<file path="src/rtl/debouncer_multi.sv">
// Multi-channel input debouncer.
// Each channel synchronises its raw input, and its output follows the input
// only after the synchronised value has held steady for STABLE_CYCLES clocks.
// Each channel also drives one-cycle rise/fall pulses and a sticky event flag.
// The top level adds a maskable, registered interrupt summary.

// Single debounce lane: synchroniser, stability counter, level/pulse/flag.
module debouncer_chan #(
   parameter int   STABLE_CYCLES = 65536,
   parameter int   SYNC_STAGES   = 2,
   parameter logic RST_LVL       = 1'b0
) (
   input  logic clk,
   input  logic rst_n,
   input  logic in,
   input  logic ev_clr,
   output logic out,
   output logic rise,
   output logic fall,
   output logic ev_pend
);

   localparam int              CW      = (STABLE_CYCLES > 1) ? $clog2(STABLE_CYCLES) : 1;
   localparam logic [CW-1:0]   CNT_MAX = CW'(STABLE_CYCLES - 1);

   logic [SYNC_STAGES-1:0] sync_q;
   logic                   s;
   logic                   prev;
   logic [CW-1:0]          cnt;

   assign s = sync_q[SYNC_STAGES-1];

   // Synchroniser chain; bit 0 samples the asynchronous pin.
   always_ff @(posedge clk or negedge rst_n) begin
      if (!rst_n)
         sync_q <= {SYNC_STAGES{RST_LVL}};
      else
         sync_q <= {sync_q[SYNC_STAGES-2:0], in};
   end

   // Stability timer: any change restarts it; once saturated, out takes prev.
   // The counter saturates rather than wraps, so a long-stable input never
   // causes a spurious re-qualification.
   always_ff @(posedge clk or negedge rst_n) begin
      if (!rst_n) begin
         prev <= RST_LVL;
         cnt  <= '0;
         out  <= RST_LVL;
         rise <= 1'b0;
         fall <= 1'b0;
      end else begin
         rise <= 1'b0;
         fall <= 1'b0;
         if (s != prev) begin
            prev <= s;
            cnt  <= '0;
         end else if (cnt < CNT_MAX) begin
            cnt <= cnt + CW'(1);
         end else if (out != prev) begin
            out  <= prev;
            rise <= prev;
            fall <= ~prev;
         end
      end
   end

   // Sticky event flag; a new edge beats a simultaneous clear.
   always_ff @(posedge clk or negedge rst_n) begin
      if (!rst_n)
         ev_pend <= 1'b0;
      else
         ev_pend <= (ev_pend & ~ev_clr) | rise | fall;
   end

endmodule

// Top: array of independent lanes plus the interrupt summary.
module debouncer_multi #(
   parameter int                  CHANNELS      = 8,
   parameter int                  STABLE_CYCLES = 65536,
   parameter int                  SYNC_STAGES   = 2,
   parameter logic [CHANNELS-1:0] RESET_LEVEL   = {CHANNELS{1'b0}}
) (
   input  logic                clk,
   input  logic                rst_n,
   input  logic [CHANNELS-1:0] in,
   output logic [CHANNELS-1:0] out,
   output logic [CHANNELS-1:0] rise,
   output logic [CHANNELS-1:0] fall,
   input  logic [CHANNELS-1:0] ev_clr,
   output logic [CHANNELS-1:0] ev_pend,
   input  logic [CHANNELS-1:0] irq_en,
   output logic                irq
);

   for (genvar i = 0; i < CHANNELS; i++) begin : g_ch
      debouncer_chan #(
         .STABLE_CYCLES (STABLE_CYCLES),
         .SYNC_STAGES   (SYNC_STAGES),
         .RST_LVL       (RESET_LEVEL[i])
      ) u_ch (
         .clk     (clk),
         .rst_n   (rst_n),
         .in      (in[i]),
         .ev_clr  (ev_clr[i]),
         .out     (out[i]),
         .rise    (rise[i]),
         .fall    (fall[i]),
         .ev_pend (ev_pend[i])
      );
   end

   // Registered interrupt summary; lags ev_pend by one clock.
   always_ff @(posedge clk or negedge rst_n) begin
      if (!rst_n)
         irq <= 1'b0;
      else
         irq <= |(ev_pend & irq_en);
   end

endmodule

</file>
<file path="config.mk">
export PLATFORM = sky130hd
export DESIGN_NAME = debouncer_multi
export DESIGN_NICKNAME = d
export VERILOG_FILES = /design/src/rtl/debouncer_multi.sv
export SDC_FILE = /design/constraint.sdc
export NUM_CORES = 1
export LEC_CHECK = 0
export BUFFER_PORTS_ARGS = -buffer_cell sky130_fd_sc_hd__clkbuf_2
export CORE_MARGIN = 2
export CORE_UTILIZATION = 30
export CTS_CLUSTER_DIAMETER = 120
export DETAILED_ROUTE_END_ITERATION = 10
export GPL_TIMING_DRIVEN = 0
export SETUP_SLACK_MARGIN = 0.3
export SLEW_MARGIN = 25
export SYNTH_ARGS = -nofsm -noshare
export SYNTH_HDL_FRONTEND = slang
export SYNTH_SLANG_ARGS = --single-unit
</file>
<file path="constraint.sdc">
create_clock -name clk -period 1.8 [get_ports clk]
set_clock_uncertainty 0.1 [all_clocks]
set_input_delay 0.45 -clock clk [delete_from_list [all_inputs] [get_ports clk]]
set_output_delay 0.45 -clock clk [all_outputs]
set_load 0.1 [all_outputs]
</file>
# ---- Word-level counts from Yosys, hierarchy flattened
# Index checks and enable logic that the tools add are counted.
dict set report word_totals {
  inputBits 26
  regBits 185
  out_inout_bits 33
}
dict set report op_classes {
  bitwise 57
  n_eq_ne 16
  muxes 64
  add_sub_neg 8
  magnitude_cmp 8
  reduce_logical 17
}
# cell n
set ops {}
lappend ops {{16-bit 2-to-1 mux} 16}
lappend ops {{16-bit by 1-bit adder with 16-bit output, second input constant} 8}
lappend ops {{16-bit < comparator, second input constant} 8}
lappend ops {{1-bit 2-to-1 mux} 48}
lappend ops {{1-bit inverter} 32}
lappend ops {{3-bit AND reduction} 8}
lappend ops {{1-bit inequality test} 16}
lappend ops {{1-bit OR} 16}
lappend ops {{2-bit nonzero test} 8}
lappend ops {{1-bit AND} 8}
lappend ops {{8-bit AND} 1}
lappend ops {{8-bit OR reduction} 1}

# ---- Longest topological paths before layout
dict set report logic_depth {
  depth_word 4
  ltp_mapped 6
  depth_no_buf 6
}

# ---- Hierarchy
# From an unflattened synthesis, not the netlist that was laid out.
dict set report unflattened {
  cells_unflattened 934
  area_unflattened_um2 9410.3
}
# module seq_area_each_um2 cells_each area_each_um2 instances
set by_module_without_submodules {}
lappend by_module_without_submodules {debouncer_chan 575.6 116 1168.6 8}
lappend by_module_without_submodules {debouncer_multi 25.0 6 61.3 1}

# ---- Least setup slack after synthesis
# Ideal clock, no wire load.
dict set report synth_path {
  path_type {register to register}
  from {reg g_ch[5].u_ch.cnt[0]}
  to {reg g_ch[5].u_ch.out}
  required_time_ns 1.564
  path_slack_ns -0.092
  arrival_ns 1.656
  stages_incl_launch_ff 6
  path_cell_list {dfrtp_1 -> ha_1 -> nand3_1 -> or4_1 -> o41ai_1 -> a22oi_1}
}
dict set report synth_between {
  elab_chain_cells 3
}
# element line_no
set synth_lines {}
lappend synth_lines {{start: declaration} 29} ;# logic [CW-1:0] cnt;
lappend synth_lines {{start signal: assignment} 58} ;# cnt <= cnt + CW'(1);
lappend synth_lines {{16-bit < comparator} 57} ;# end else if (cnt < CNT_MAX) begin
lappend synth_lines {{1-bit inverter (no line)} -}
lappend synth_lines {{3-bit AND reduction (no line)} -}
lappend synth_lines {{end signal: assignment} 60} ;# out <= prev;
lappend synth_lines {{end: declaration} 17} ;# output logic out,
# No other way between the ends.
# A chain may end at the register's enable or synchronous reset.

# ---- Final worst setup path
dict set report layout_path {
  from {reg g_ch[4].u_ch.cnt[0]}
  to {reg g_ch[4].u_ch.cnt[14]}
}
dict set report layout_between {
  elab_chain_cells 3
}
# element line_no
set layout_lines {}
lappend layout_lines {{start: declaration} 29}
lappend layout_lines {{start signal: assignment} 58}
lappend layout_lines {{16-bit by 1-bit adder with 16-bit output} 58}
lappend layout_lines {{16-bit 2-to-1 mux} 57}
lappend layout_lines {{16-bit 2-to-1 mux} 54} ;# if (s != prev) begin
# Several ways; a longest one is shown, not always the timed one. The select of a mux whose other input is x is not followed.

==> key figures <==
Run status
  • Outcome: complete, but fails checks
  • Failing checks: negative setup slack

Yosys
  • Post-synth EDFFs: 0
  • Synth unique cells: 57
  • Yosys warnings: 0
  • Leading register cell type out of synthesis: dfrtp_1
  • Post-synth top area cell: dfrtp_1
  • Syn Nets: about 1000
  • Top post-synthesis cells by area: dfrtp_1, ha_1, a21oi_1
  • Asr flop ratio synth: 100%
  • Post-synth top area share: 49.4%
  • Synth Cell Area: 9380 µm²
  • Seq cells post-synth: approximately 190
  • Avg Cell Area, Syn: just under 10 µm²
  • Post-synthesis sequential area ratio: 49.4%
  • Mapped Cells: 955

Cells and area
  • Ant. Diodes: 0
  • Nets: roughly 1300
  • Area overhead of the layout relative to synthesis: 70.7%
  • Design area: between 15000 and 20000 µm²
  • Share of layout cells above drive strength 1: 54.5%

Timing
  • Slew headroom: 70.0%
  • Setup WS post-layout: -0.0667 ns
  • Tmin final: about 1.9 ns
  • Max Clk Rate: between 500 and 600 MHz
  • Worst-margin pin slew: 0.448 ns
  • Period utilization: 104%
  • Final hold violation count: 0
  • Final setup vio count: 13
  • RSZ-0062 raised after global routing: yes
  • Max Transition Viols Final: 0

GRT
  • Number of global-route vias before repair: 8410
  • First-pass GRT wire length: between 40000 and 50000 µm
  • Gr usage total: 14.8%
  • Largest net degree at the start of global routing: between 80 and 90
  • Initial antenna violation count: 0
  • GRT overflow: 0

Floorplan
  • IO Count: between 50 and 60
  • Initial cell density of the core: about 31%
  • Die Wd: 181 µm
  • Core area: between 30000 and 40000 µm²
  • Die height: about 180 µm
  • Row cnt: between 60 and 70
  • Die area: 32700 µm²

Pwr
  • Pwr per Cell Area: 576 nW/µm²
  • Leakage: 6.91 nW
  • Psw: roughly 0.0026 W
  • Cell Int Power: around 0.0066 W
  • Maximum vdd ir drop: 0.000581 V
  • Sequential share of power: between 40% and 50%
  • Clk network pwr share: roughly 40%
  • Comb pwr share: a little under an eighth
  • Switching Share: 28.1%

Clocking
  • Worst-Skew Late Latency: around 0.45 ns
  • CTS buffer count: 17
  • TritonCTS clock tree: done
  • Clk buf depth: 2
  • H-tree depth: 4
  • CTS Sinks: approximately 190
  • Clock transition at path regs: 0.07 ns
  • Clk root buf: clkbuf_16

Hold path
  • Hold WC Path Type: input pin to flip-flop

Drt
  • 1st-iter DRT viols: between 600 and 700
  • Routed len/inst: around 17 µm
  • DRC violations left: 0
  • Final WL: 29200 µm
  • Vias per inst: approximately 5.3
  • Total number of vias: 9007
  • Detail Route Antenna Nets: 0
  • Detailed Routing Iterations Pass 1: 7

Job
  • Max Cap Viol: 0

Critical path
  • CP Class: flip-flop to flip-flop
  • Type of origin of the critical path: flip-flop
  • Critical path peak fanout: 5
  • Worst Setup End Kind: flip-flop
  • CP arrival: around 2.1 ns
  • Required time of the critical path: ~2.1 ns

Place
  • Placed cell area: ~11000 µm²
  • GP Congestion: ~0.78
  • IO buf count: 58
  • DP Worst Slack: -0.156 ns
  • Post-DP HPWL: between 10000 and 15000 µm
==> cell usage after synthesis, types with 23 or more instances <==
library cell / n
dfrtp_1: 185
nor2_1: 66
nand2_1: 58
a21oi_1: 52
o21ai_0: 52
nand3_1: 49
inv_1: 42
nor3_1: 41
a31oi_1: 33
nand4_1: 33
buf_4: 32
and3_1: 26
clkbuf_1: 24
ha_1: 24
xnor2_1: 23
==> worst max-delay path: stages (launching register included) <==
cell and delay, ns:
dfrtp_1 0.42, ha_4 0.17, nand4_1 0.17, or2_1 0.26, clkbuf_8 0.15, or4_1 0.39
a21oi_1 0.13
==> final cells by class <==
cell class / instances / area (µm²)
clock inverters: 14 / 129
plain buffers: 64 / 629
inverters: 42 / 158
well taps: 396 / 495
repair buffers: 311 / 3170
fillers: 2444 / 14700
clock buffers: 18 / 429
multi-input cells: 666 / 6310
flip-flops and latches: 185 / 4680
==> through the flow <==
step / hold slack (ns) / total power (W) / setup TNS [ns] / utilization, % / cells
after floorplan: 0.0544 / 0.00479 / 0 / - / 955
after CTS: 0.00226 / 0.00898 / -0.0964 / 45.6 / 1591
after global routing: -0.000654 / 0.00962 / -1.94 / 52.2 / 1696
after detailed placement: 0.236 / 0.00505 / -1.67 / 34.6 / 1411
final: 0.0205 / 0.00921 / -0.429 / 52.2 / 1696
after global placement: 0.234 / 0.00502 / -652.33 / 34.4 / 1409
==> layer usage <==
metal	global-route usage (%)	vias to the layer above	wire [µm]	part of all wire (%)
met5	0	-	0	0
met4	4.52	0	464	1.6
met3	2.72	38	909	3.1
met2	25.8	202	15500	53
met1	18.7	4554	12200	42
li1	-	4213	-	-
==> path summary, 6_finish.rpt <==
path                                             start                endpoint  slack, ns  cells after the start
worst max register to register     g_ch[4].u_ch.cnt[0]    g_ch[4].u_ch.cnt[14]      -0.07                      6
worst min register to register  g_ch[6].u_ch.sync_q[0]  g_ch[6].u_ch.sync_q[1]       0.25                      0
worst max-delay path               g_ch[4].u_ch.cnt[0]    g_ch[4].u_ch.cnt[14]      -0.07                      6
max in group asynchronous                        rst_n    g_ch[7].u_ch.cnt[12]       0.46                      3
min in group asynchronous                        rst_n    g_ch[1].u_ch.cnt[14]       0.38                      2
worst min-delay path                             in[0]  g_ch[0].u_ch.sync_q[0]       0.02                      1
==> layout by cell type, fill, tap and decap left out, types with 10 or more instances in the layout <==
cell / instances
buf_4: 184
dfrtp_1: 144
buf_6: 99
nor2_1: 54
clkbuf_16: 49
nand2_1: 41
dfrtp_2: 41
inv_1: 39
nand4_1: 33
clkbuf_2: 28
o21ai_0: 26
a21oi_2: 26
a31oi_1: 25
a21oi_1: 24
nand3_1: 22
nor4_4: 21
nand3_4: 18
nor3_1: 15
o21ai_1: 15
and3_4: 14
ha_1: 14
nor3_4: 13
nor3_2: 13
or3_1: 12
and4_4: 11
and3_1: 11
or4_1: 11
nand3_2: 10
xnor2_1: 10
o21ai_2: 10
mux2i_1: 10
ha_4: 10
==> state kept, by name, indices dropped and copies added, names as in the netlist <==
| name | flops |
|---|---|
| g_ch.u_ch.fall | 8 |
| g_ch.u_ch.prev | 8 |
| irq | 1 |
| g_ch.u_ch.rise | 8 |
| g_ch.u_ch.sync_q | 16 |
| g_ch.u_ch.ev_pend | 8 |
| g_ch.u_ch.cnt | 128 |
| g_ch.u_ch.out | 8 |
==> power by group through the flow <==
stage | Sequential, W | Clock (W) | Combinational [W]
6_report | 0.00444 | 0.00371 | 0.00106
5_1_grt | 0.00446 | 0.00399 | 0.00116
4_1_cts | 0.00442 | 0.00379 | 0.000764
3_5_place_dp | 0.00450 | 0 | 0.000546
3_3_place_gp | 0.00450 | 0 | 0.000518
2_1_floorplan | 0.00447 | 0 | 0.000321
==> repair_timing <==
action | in CTS | in global routing
cloned | 3 | 1
endpoints found under the hold margin | 32 | 0
hold buffers | 2 | 0
gates resized for setup | 336 | 265
pin swaps | 90 | 134
setup endpoints to repair | 183 | 182
buffers inserted | 143 | 104
==> kinds of logic (layout without fill, tap and decap cells) <==
logic type / Yosys count / in the layout / synth area share (%)
AOI/OAI and AO/OA: 217 / 217 / 14.9
xor gates and xnor gates: 37 / 37 / 3.46
adders and majority gates: 24 / 24 / 3.20
buffers and inverters: 106 / 449 / 5.63
DFF: 185 / 185 / 49.4
muxes: 10 / 10 / 1.07
and+or+nand+nor: 376 / 378 / 22.4
No activity file was read; power rests on OpenSTA's default activity.
